<file path="config.mk">
export PLATFORM = sky130hd
export DESIGN_NAME = bridge_sched_flat
export DESIGN_NICKNAME = d
export VERILOG_FILES = /design/src/rtl/bridge_sched_pkg.sv /design/src/rtl/bridge_sched_if.sv /design/src/rtl/sample_fifo.sv /design/src/rtl/bridge_sched.sv /design/src/flat_wrapper.sv
export SDC_FILE = /design/constraint.sdc
export NUM_CORES = 1
export LEC_CHECK = 0
export CAP_MARGIN = 20
export CORE_AREA = 2 2 198 103
export CTS_CLUSTER_DIAMETER = 120
export DETAILED_ROUTE_END_ITERATION = 10
export DIE_AREA = 0 0 200 105
export HOLD_SLACK_MARGIN = 0.02
export PLACE_DENSITY_LB_ADDON = 0.15
export SLEW_MARGIN = 20
export SYNTH_ARGS = -nofsm -noshare
export SYNTH_HDL_FRONTEND = slang
export SYNTH_SLANG_ARGS = --single-unit
</file>
<file path="constraint.sdc">
create_clock -name Clk -period 5.08 [get_ports Clk]
set_clock_uncertainty 0.2 [all_clocks]
set_input_delay 1.016 -clock Clk [delete_from_list [all_inputs] [get_ports Clk]]
set_output_delay 1.016 -clock Clk [all_outputs]
set_load 0.02 [all_outputs]
</file>
<file path="src/rtl/bridge_sched_pkg.sv">
// Shared types and widths for the SDRAM bridge scheduler.
package bridge_sched_pkg;

    localparam int ADDR_W = 26;
    localparam int DATA_W = 16;

    localparam logic [1:0] BE_ALL = 2'b11;

    typedef enum logic [1:0] {
        ST_LOAD  = 2'd0,
        ST_PLAY  = 2'd1,
        ST_ERROR = 2'd2
    } state_t;

endpackage

</file>
<file path="src/rtl/bridge_sched_if.sv">
// 16-bit Avalon bridge bus between the scheduler (master) and the SDRAM bridge (slave).
interface bridge_sched_if;
    import bridge_sched_pkg::*;

    logic [ADDR_W-1:0] address;
    logic              read;
    logic              write;
    logic [DATA_W-1:0] write_data;
    logic [1:0]        byte_enable;
    logic              acknowledge;
    logic [DATA_W-1:0] read_data;

    modport master (
        output address, read, write, write_data, byte_enable,
        input  acknowledge, read_data
    );

    modport slave (
        input  address, read, write, write_data, byte_enable,
        output acknowledge, read_data
    );

endinterface

</file>
<file path="src/rtl/sample_fifo.sv">
// Synchronous sample FIFO with registered output; a pop loads the current head into dout.
module sample_fifo #(
    parameter int DEPTH = 8,
    parameter int WIDTH = 16
) (
    input  logic                     Clk,
    input  logic                     Reset,
    input  logic                     push,
    input  logic [WIDTH-1:0]         din,
    input  logic                     pop,
    output logic [WIDTH-1:0]         dout,
    output logic [$clog2(DEPTH):0]   count,
    output logic                     empty
);
    localparam int PW = $clog2(DEPTH);

    logic [PW-1:0]    wr_ptr_q, wr_ptr_d;
    logic [PW-1:0]    rd_ptr_q, rd_ptr_d;
    logic [PW:0]      count_q, count_d;
    logic [WIDTH-1:0] dout_q, dout_d;
    logic [WIDTH-1:0] mem_q [DEPTH];

    // Pointer, occupancy and output-register update; the head is read before any same-cycle write lands.
    always_comb begin
        wr_ptr_d = wr_ptr_q;
        rd_ptr_d = rd_ptr_q;
        count_d  = count_q;
        dout_d   = dout_q;
        if (push) begin
            wr_ptr_d = wr_ptr_q + PW'(1);
        end
        if (pop) begin
            rd_ptr_d = rd_ptr_q + PW'(1);
            dout_d   = mem_q[rd_ptr_q];
        end
        if (push && !pop) begin
            count_d = count_q + (PW+1)'(1);
        end else if (pop && !push) begin
            count_d = count_q - (PW+1)'(1);
        end
    end

    // Control state registers.
    always_ff @(posedge Clk or posedge Reset) begin
        if (Reset) begin
            wr_ptr_q <= '0;
            rd_ptr_q <= '0;
            count_q  <= '0;
            dout_q   <= '0;
        end else begin
            wr_ptr_q <= wr_ptr_d;
            rd_ptr_q <= rd_ptr_d;
            count_q  <= count_d;
            dout_q   <= dout_d;
        end
    end

    // Storage array; contents are don't-care until written, so it carries no reset.
    always_ff @(posedge Clk) begin
        if (push) begin
            mem_q[wr_ptr_q] <= din;
        end
    end

    assign dout  = dout_q;
    assign count = count_q;
    assign empty = (count_q == '0);

endmodule

</file>
<file path="src/rtl/bridge_sched.sv">
// Bridge scheduler: arbitrates the SDRAM bridge between the song loader and playback prefetch.
//
//  state    | meaning
//  ---------+--------------------------------------------------------------
//  ST_LOAD  | loader writes forwarded to the bridge, waiting for ld_done
//  ST_PLAY  | sequential prefetch reads into the sample FIFO, no exit
//  ST_ERROR | loader failed; no new bridge requests, samples ignored
module bridge_sched
    import bridge_sched_pkg::*;
#(
    parameter int                FIFO_DEPTH = 8,
    parameter logic [ADDR_W-1:0] END_ADDR   = 26'h1FFFFF
) (
    input  logic              Clk,
    input  logic              Reset,
    input  logic              ld_we,
    input  logic [24:0]       ld_addr,
    input  logic [DATA_W-1:0] ld_data,
    input  logic              ld_done,
    input  logic              ld_error,
    output logic              ld_ack,
    input  logic              pb_enable,
    input  logic              smp_req,
    output logic [DATA_W-1:0] smp_data,
    output logic              smp_valid,
    output logic              underrun,
    output logic [1:0]        state_o,
    bridge_sched_if.master    br
);
    localparam int CNT_W = $clog2(FIFO_DEPTH) + 1;
    localparam logic [CNT_W:0] DEPTH_L = (CNT_W+1)'(FIFO_DEPTH);

    state_t            state_q, state_d;
    logic [ADDR_W-1:0] br_addr_q, br_addr_d;
    logic [DATA_W-1:0] br_wdata_q, br_wdata_d;
    logic              br_read_q, br_read_d;
    logic              br_write_q, br_write_d;
    logic [ADDR_W-1:0] play_addr_q, play_addr_d;
    logic              ld_ack_q, ld_ack_d;
    logic              smp_valid_q, smp_valid_d;
    logic              smp_zero_q, smp_zero_d;
    logic              underrun_q, underrun_d;

    logic              req_busy;
    logic              fifo_push;
    logic              fifo_pop;
    logic              fifo_empty;
    logic [CNT_W-1:0]  fifo_count;
    logic [DATA_W-1:0] fifo_dout;
    logic [CNT_W:0]    fifo_level;

    assign req_busy   = br_read_q | br_write_q;
    assign fifo_push  = br_read_q & br.acknowledge;
    // Count the in-flight read so an acknowledged read always has a free slot.
    assign fifo_level = {1'b0, fifo_count} + {{CNT_W{1'b0}}, br_read_q};

    // Next-state, bridge request and sample-delivery logic.
    always_comb begin
        state_d     = state_q;
        br_addr_d   = br_addr_q;
        br_wdata_d  = br_wdata_q;
        br_read_d   = br_read_q;
        br_write_d  = br_write_q;
        play_addr_d = play_addr_q;
        fifo_pop    = 1'b0;
        smp_valid_d = 1'b0;
        smp_zero_d  = smp_zero_q;
        underrun_d  = underrun_q;
        ld_ack_d    = br_write_q & br.acknowledge & (state_q == ST_LOAD) & ~ld_error;

        // A request held until acknowledged, then dropped; new issue only from an idle cycle.
        if (req_busy && br.acknowledge) begin
            br_read_d  = 1'b0;
            br_write_d = 1'b0;
        end
        if (fifo_push) begin
            play_addr_d = (play_addr_q == END_ADDR) ? '0 : play_addr_q + ADDR_W'(1);
        end

        unique case (state_q)
            ST_LOAD: begin
                if (ld_error) begin
                    state_d = ST_ERROR;
                end else if (ld_done && !req_busy) begin
                    state_d = ST_PLAY;
                end else if (ld_we && !req_busy && !ld_ack_q) begin
                    // Skipping the ld_ack cycle keeps the just-acknowledged request from being reissued.
                    br_write_d = 1'b1;
                    br_addr_d  = ADDR_W'(ld_addr);
                    br_wdata_d = ld_data;
                end
            end
            ST_PLAY: begin
                if (pb_enable && !req_busy && (fifo_level < DEPTH_L)) begin
                    br_read_d = 1'b1;
                    br_addr_d = play_addr_q;
                end
                if (smp_req) begin
                    smp_valid_d = 1'b1;
                    fifo_pop    = ~fifo_empty;
                    smp_zero_d  = fifo_empty;
                    underrun_d  = underrun_q | fifo_empty;
                end
            end
            default: ;
        endcase
    end

    // State and output registers; reset drops any bridge request immediately.
    always_ff @(posedge Clk or posedge Reset) begin
        if (Reset) begin
            state_q     <= ST_LOAD;
            br_addr_q   <= '0;
            br_wdata_q  <= '0;
            br_read_q   <= 1'b0;
            br_write_q  <= 1'b0;
            play_addr_q <= '0;
            ld_ack_q    <= 1'b0;
            smp_valid_q <= 1'b0;
            smp_zero_q  <= 1'b0;
            underrun_q  <= 1'b0;
        end else begin
            state_q     <= state_d;
            br_addr_q   <= br_addr_d;
            br_wdata_q  <= br_wdata_d;
            br_read_q   <= br_read_d;
            br_write_q  <= br_write_d;
            play_addr_q <= play_addr_d;
            ld_ack_q    <= ld_ack_d;
            smp_valid_q <= smp_valid_d;
            smp_zero_q  <= smp_zero_d;
            underrun_q  <= underrun_d;
        end
    end

    sample_fifo #(
        .DEPTH (FIFO_DEPTH),
        .WIDTH (DATA_W)
    ) u_fifo (
        .Clk   (Clk),
        .Reset (Reset),
        .push  (fifo_push),
        .din   (br.read_data),
        .pop   (fifo_pop),
        .dout  (fifo_dout),
        .count (fifo_count),
        .empty (fifo_empty)
    );

    assign br.address     = br_addr_q;
    assign br.read        = br_read_q;
    assign br.write       = br_write_q;
    assign br.write_data  = br_wdata_q;
    assign br.byte_enable = req_busy ? BE_ALL : 2'b00;
    assign ld_ack         = ld_ack_q;
    assign smp_valid      = smp_valid_q;
    assign smp_data       = smp_zero_q ? '0 : fifo_dout;
    assign underrun       = underrun_q;
    assign state_o        = state_q;

endmodule

</file>
<file path="src/flat_wrapper.sv">
// flat-port wrapper written by rule: the top's interface ports become plain ports
module bridge_sched_flat import bridge_sched_pkg::*;
#(
    parameter int                FIFO_DEPTH = 8,
    parameter logic [ADDR_W-1:0] END_ADDR   = 26'h1FFFFF
)
  (Clk, Reset, ld_we, ld_addr, ld_data, ld_done, ld_error, ld_ack, pb_enable, smp_req, smp_data, smp_valid, underrun, state_o, br_address, br_read, br_write, br_write_data, br_byte_enable, br_acknowledge, br_read_data);
  bridge_sched_if br_i ();
  input  logic Clk;
  input  logic Reset;
  input  logic ld_we;
  input  logic [24:0] ld_addr;
  input  logic [DATA_W-1:0] ld_data;
  input  logic ld_done;
  input  logic ld_error;
  output logic ld_ack;
  input  logic pb_enable;
  input  logic smp_req;
  output logic [DATA_W-1:0] smp_data;
  output logic smp_valid;
  output logic underrun;
  output logic [1:0] state_o;
  output wire logic [$bits(br_i.address)-1:0] br_address;
  output wire logic [$bits(br_i.read)-1:0] br_read;
  output wire logic [$bits(br_i.write)-1:0] br_write;
  output wire logic [$bits(br_i.write_data)-1:0] br_write_data;
  output wire logic [$bits(br_i.byte_enable)-1:0] br_byte_enable;
  input wire logic [$bits(br_i.acknowledge)-1:0] br_acknowledge;
  input wire logic [$bits(br_i.read_data)-1:0] br_read_data;
  assign br_address = br_i.address;
  assign br_read = br_i.read;
  assign br_write = br_i.write;
  assign br_write_data = br_i.write_data;
  assign br_byte_enable = br_i.byte_enable;
  assign br_i.acknowledge = br_acknowledge;
  assign br_i.read_data = br_read_data;
  bridge_sched #(.FIFO_DEPTH(FIFO_DEPTH), .END_ADDR(END_ADDR)) u_core (.Clk(Clk), .Reset(Reset), .ld_we(ld_we), .ld_addr(ld_addr), .ld_data(ld_data), .ld_done(ld_done), .ld_error(ld_error), .ld_ack(ld_ack), .pb_enable(pb_enable), .smp_req(smp_req), .smp_data(smp_data), .smp_valid(smp_valid), .underrun(underrun), .state_o(state_o), .br(br_i));
endmodule
</file>
-- Yosys cells after proc, flatten, opt, wreduce, memory -nomap -nowiden
Memories as Yosys holds them, arrays and structs flattened. A register that Yosys moved wholly into a read port is not among the register bits.
Index checks and enable logic that the tools add are counted.
- output and inout bits: 67
- register bits: 86
- input port bits: 65
- RAM bits: 128
- word-level logic and storage cells: 83
- memories kept: 1
- memory list (name ; words ; width ; read ports ; clocked after Yosys merged registers in ; write ports ; RTL line ; RTL):
    u_core.u_fifo.mem_q ; 8 ; 16 ; 1 ; 1 ; 1 ; sample_fifo.sv:21 ; logic [WIDTH-1:0] mem_q [DEPTH];
- bitwise logic cells: 9
- eq/ne operators: 6
- reduce and logical (&&, ||, !) cells: 21
- $add $sub $neg: 6
- order comparisons: 1
- muxes and demuxes: 26
- operator list (kind ; number):
    2-to-1 mux 26 bit ; 5
    one-hot mux 26 bit (2 select lines) ; 1
    adder 26 x 1 -> 26 bit, second input constant ; 1
    == test 26 x 21 -> 1 bit, second input constant ; 1
    2-to-1 mux 16 bit ; 1
    2-to-1 mux 1 bit ; 14
    logical AND 1 bit ; 8
    2-to-1 mux 4 bit ; 2
    adder 3 x 1 -> 3 bit, second input constant ; 2
    2-to-1 mux 2 bit ; 3
    != test 2 bit, second input constant ; 3
    nonzero test 2 bit ; 3
    adder 4 x 1 -> 5 bit ; 1
    < comparator 5 x 4 -> 1 bit, second input constant ; 1
    AND reduction 5 bit ; 1
    adder 4 x 1 -> 4 bit, second input constant ; 1
    bitwise AND 1 bit ; 4
    zero test 1 bit ; 4
    zero test 4 bit ; 1
    AND reduction 2 bit ; 2
    AND reduction 4 bit ; 1
    subtractor 4 x 1 -> 4 bit, second input constant ; 1
    inverter 1 bit ; 3
    == test 2 x 1 -> 1 bit, second input constant ; 1
    3 further kinds ; 4

-- Logic depth before layout (Yosys ltp)
- depth after elaboration: 8
- mapped depth: 11
- depth with buffers taken out: 10

-- Cells and area by module
From an unflattened synthesis, not the netlist that was laid out.
- cells, all modules: 726
- area total of the unflattened synthesis: 9751.9 um^2
- modules (own cells, without submodules) (module ; times used ; area an instance (um^2) ; cells an instance):
    sample_fifo ; 1 ; 6063.3 ; 366
    bridge_sched ; 1 ; 3688.5 ; 360

-- Least setup slack after synthesis
OpenSTA, ideal clock, no wires.
- path kind: input to register
- from: input br_acknowledge
- to: memory u_core.u_fifo.mem_q[0][0] (enable)
- buffers on the path: 1
- setup time: 0.430 ns
- data arrival time: 2.874 ns
- stages: 3
- setup slack: 1.576 ns
- path through: nand2_1 clkbuf_1 nor4_1
- cells in the longest elaborated chain, start to end: 3
- RTL lines (element ; RTL line ; RTL):
    start, declared ; flat_wrapper.sv:28 ; input wire logic [$bits(br_i.acknowledge)-1:0] br_acknowledge;
    bitwise AND 1 bit ; bridge_sched.sv:53 ; assign fifo_push = br_read_q & br.acknowledge;
    2-to-1 mux 1 bit ; sample_fifo.sv:60 ; if (push) begin
    2-to-1 mux 1 bit (implied by the code) ; sample_fifo.sv:61 ; mem_q[wr_ptr_q] <= din;
    end, declared ; sample_fifo.sv:21 ;
Every way passes these cells.

-- Worst setup path after layout
- from: input br_acknowledge
- to: register u_core.u_fifo.count_q[3], in the netlist u_core.u_fifo.count[3]
- cells in the longest elaborated chain, start to end: 4
- RTL lines (element ; RTL line ; RTL):
    bitwise AND 1 bit (*) ; bridge_sched.sv:53 ;
    named net u_core.fifo_push ; bridge_sched.sv:45 ; logic fifo_push;
    zero test 1 bit ; sample_fifo.sv:38 ; end else if (pop && !push) begin
    logical AND 1 bit ; sample_fifo.sv:38 ;
    nonzero test 2 bit (no line) ; - ;
    end signal, assigned ; sample_fifo.sv:53 ; count_q <= count_d;
    end, declared ; sample_fifo.sv:19 ; logic [PW:0] count_q, count_d;
Mark *: on every way through the listed nets, which the timed path passes. The rest lies on a longest branch.
A chain may end at the register's enable or synchronous reset.

==> metrics <==
status finished, final reports clean; Final ANT Viol Nets 0; cts hold-fix bufs 0; crit end category register; Root Buffer clkbuf_16; # IOs 132; hold-critical path endpoint u_core.play_addr_q[16]; die height 105 µm; Bufs on Longest Clock Path 3; Reg2Reg Depth 9; CP arrival 3.72 ns; Finish-stage setup viols 0; total wire length 20.0 mm; worst vdd ir 0.210 mV; Fmax 285 MHz; TritonCTS clock tree built; WP data required 5.29 ns; Cell Rows 36; power density over cell area 453 nW/µm²; reg-to-reg startpoint u_core.br.read; synthesized flop and latch total 230; setup bufs post-CTS 0; Hold Vio Cnt, Final 0; antenna violations before repair 0; buffer and inverter count on the worst path 3; syn avg cell area 14.7 µm²; ratio of cells with drive above 1 in the final layout 16.4%; DR DRC count 0; Max Cap Viol 0; RSZ-0062 raised after global routing no; FILL cells 1,478; Starting Density 49.5%; Final nets 855; Worst-path clk slew 0.06 ns; Worst Setup Path Type in2reg; first-pass GRT wire length 31.2 mm; Synth cell types 40; area leader, netlist edfxtp_1; EDFF count, synth 128; Hold Path Class reg2reg; top area cells in the synthesized netlist edfxtp_1 41%, dfrtp_1 27%, mux4_2 7.6%; setup tns final 0 ns; Final WS setup 1.57 ns; fin crit share 69.0%; n_diodes 0; clock buffer count from CTS 21; post-synth top area share 40.5%; Clock Sink Count 230; Vias 5,680; Die Span X 200 µm; reg2reg setup slack 2.20 ns; First-pass DRT Iterations 5; min cycle time layout 3.51 ns; cell family with most CP delay buffers and inverters; Wirelength per Cell 18.8 µm; cell depth of the worst hold path 1; Largest stage delay, worst path 0.54 ns; H-tree Lvls 1; DP Worst Slack 1.13 ns; largest net degree at the start of global routing 78; Synth Flop Type edfxtp_1; post-synthesis async set-or-reset flop share 44.3%; DP HPWL 13.5 mm; syn_nets 716; highest-delay cell along the critical path clkdlybuf4s50_1; CP startpoint kind input port; Slew headroom 23.6%; First DRT Iteration DRCs 350; synthesized cell area 9490 µm²; CORE AREA 19,100 µm²; Final Wtd Congestion 0.843; worst path cell trace clkdlybuf4s50_1 -> nand2_1 -> inv_1 -> ha_1 -> inv_1 -> ha_1 -> a21o_1 -> a21oi_1 -> mux2i_1 -> xnor2_1; Area Growth Syn to Fin 24.4%; Ys Warns 0; crit-path max FO 12; FF-to-FF End u_core.u_fifo.count[3]; number of global-route vias before repair 5,597; HP Start u_core.play_addr_q[16]; GRT Total Usage 19.4%; Pins Over Slew Limit 0; clk_lat worst skew 0.49 ns; post-synthesis sequential area ratio 67.4%; Leak 4.60 nW; Syn Inst Count 644; grt total ovfl 0; DIE AREA 21,000 µm²; Vias per Instance 5.34; # resized after CTS 0; IO buf count 131; Worst Tran Pin Value 1.15 ns
-- kinds of logic (layout without fill, tap and decap cells) --
kind of cell	Yosys count	count (layout)	share of synthesized area, %
flip-flops	230	230	67.4
AND/OR/NAND/NOR	208	208	10.4
multiplexers	93	93	14.6
buffers and inverters	42	195	1.85
AO/OA/AOI/OAI	37	37	2.12
XOR/XNOR	27	27	2.57
adder cells (fa/ha/maj)	7	7	1.00
-- stage by stage --
stage | util [%] | hold WS [ns] | instances | instance area (µm²) | total power, W
finish | 61.6 | 0.294 | 1063 | 11800 | 0.00534
global placement | 58.2 | 0.272 | 1025 | 11100 | 0.00389
CTS | 61.5 | 0.295 | 1062 | 11800 | 0.00541
detailed placement | 58.2 | 0.276 | 1025 | 11100 | 0.00395
global route | 61.6 | 0.319 | 1063 | 11800 | 0.00562
floorplan | - | 0.259 | 644 | 9490 | 0.00339
-- placed cells by master (no fill, tap or decap), types with 3 or more instances in the layout --
| cell type | count |
|---|---|
| edfxtp_1 | 128 |
| clkbuf_16 | 21 |
| nand3_1 | 12 |
| mux2_2 | 43 |
| dfrtp_1 | 100 |
| nand2_1 | 94 |
| nor3_1 | 5 |
| a21oi_1 | 23 |
| nor3_2 | 3 |
| nor2_1 | 34 |
| nand4_1 | 6 |
| xnor2_1 | 19 |
| ha_1 | 6 |
| nand2b_1 | 5 |
| inv_1 | 11 |
| buf_4 | 14 |
| clkbuf_8 | 3 |
| and3_1 | 4 |
| o21ai_0 | 8 |
| nor2b_1 | 19 |
| mux2i_1 | 18 |
| mux4_2 | 32 |
| nor4_1 | 7 |
| xor2_1 | 7 |
| clkbuf_1 | 6 |
| clkdlybuf4s50_1 | 131 |
| clkinv_1 | 4 |
| or4_1 | 4 |
-- final cells by class --
cell class                 instances  area (µm²)  share of cell area (%)
sequential                       230        6400                    54.2
multi-input combinational        372        2950                    25.0
clock buffer                      31         597                    5.06
clock inverter                     6        25.0                   0.212
timing repair buffer             146        1440                    12.2
tap                              266         333                    2.82
inverter                          12        47.5                   0.403
-- worst max-delay path by stage --
| stage | to | from | slack [ns] | depth (start not counted) |
|---|---|---|---|---|
| after floorplan | u_core.br.address[0] | Reset | 1.19 | 1 |
| after global placement | u_core.u_fifo.count[3] | br_acknowledge | 1.29 | 10 |
| after detailed placement | u_core.u_fifo.count[3] | br_acknowledge | 1.13 | 10 |
| after CTS | u_core.u_fifo.count[3] | br_acknowledge | 1.63 | 10 |
| after global routing | u_core.u_fifo.count[3] | br_acknowledge | 1.45 | 10 |
| final | u_core.u_fifo.count[3] | br_acknowledge | 1.57 | 10 |
-- power by group --
group / switching [W] / internal, W / total, W
clock: 0.000636 / 0.000811 / 0.00145
combinational: 0.000620 / 0.000763 / 0.00138
sequential: 0.000321 / 0.00219 / 0.00251
total: 0.00158 / 0.00377 / 0.00534
-- metal layers --
layer	vias to the layer above	GRT usage, %	part of all wire [%]	routed length (µm)
met5	-	0	0	0
met4	0	3.86	1.4	271
met3	22	3.78	6.3	1260
met2	168	27.3	42	8490
met1	2866	31.3	50	9960
li1	2624	-	-	-
-- registers in the layout, summed over array words and instances (netlist names) --
name and cells:
u_core.play_addr_q 26, u_core.u_fifo.dout 16, u_core.u_fifo.wr_ptr_q 3, u_core.br.write 1, u_core.state_o 2, u_core.br.read 1, u_core.br.write_data 16, u_core.underrun 1
u_core.smp_valid 1, u_core.u_fifo.count 4, u_core.smp_zero_q 1, u_core.u_fifo.mem_q 128, u_core.u_fifo.rd_ptr_q 3, u_core.br.address 26, u_core.ld_ack 1
-- synthesized netlist by cell type, drive strengths merged (18+ instances only) --
library cell / instances
mux2i: 18
nand2: 94
nor2b: 19
clkbuf: 19
xnor2: 20
edfxtp: 128
mux4: 32
mux2: 43
dfrtp: 102
nor2: 35
a21oi: 23
Note: power is estimated with default switching activity, not from simulation.
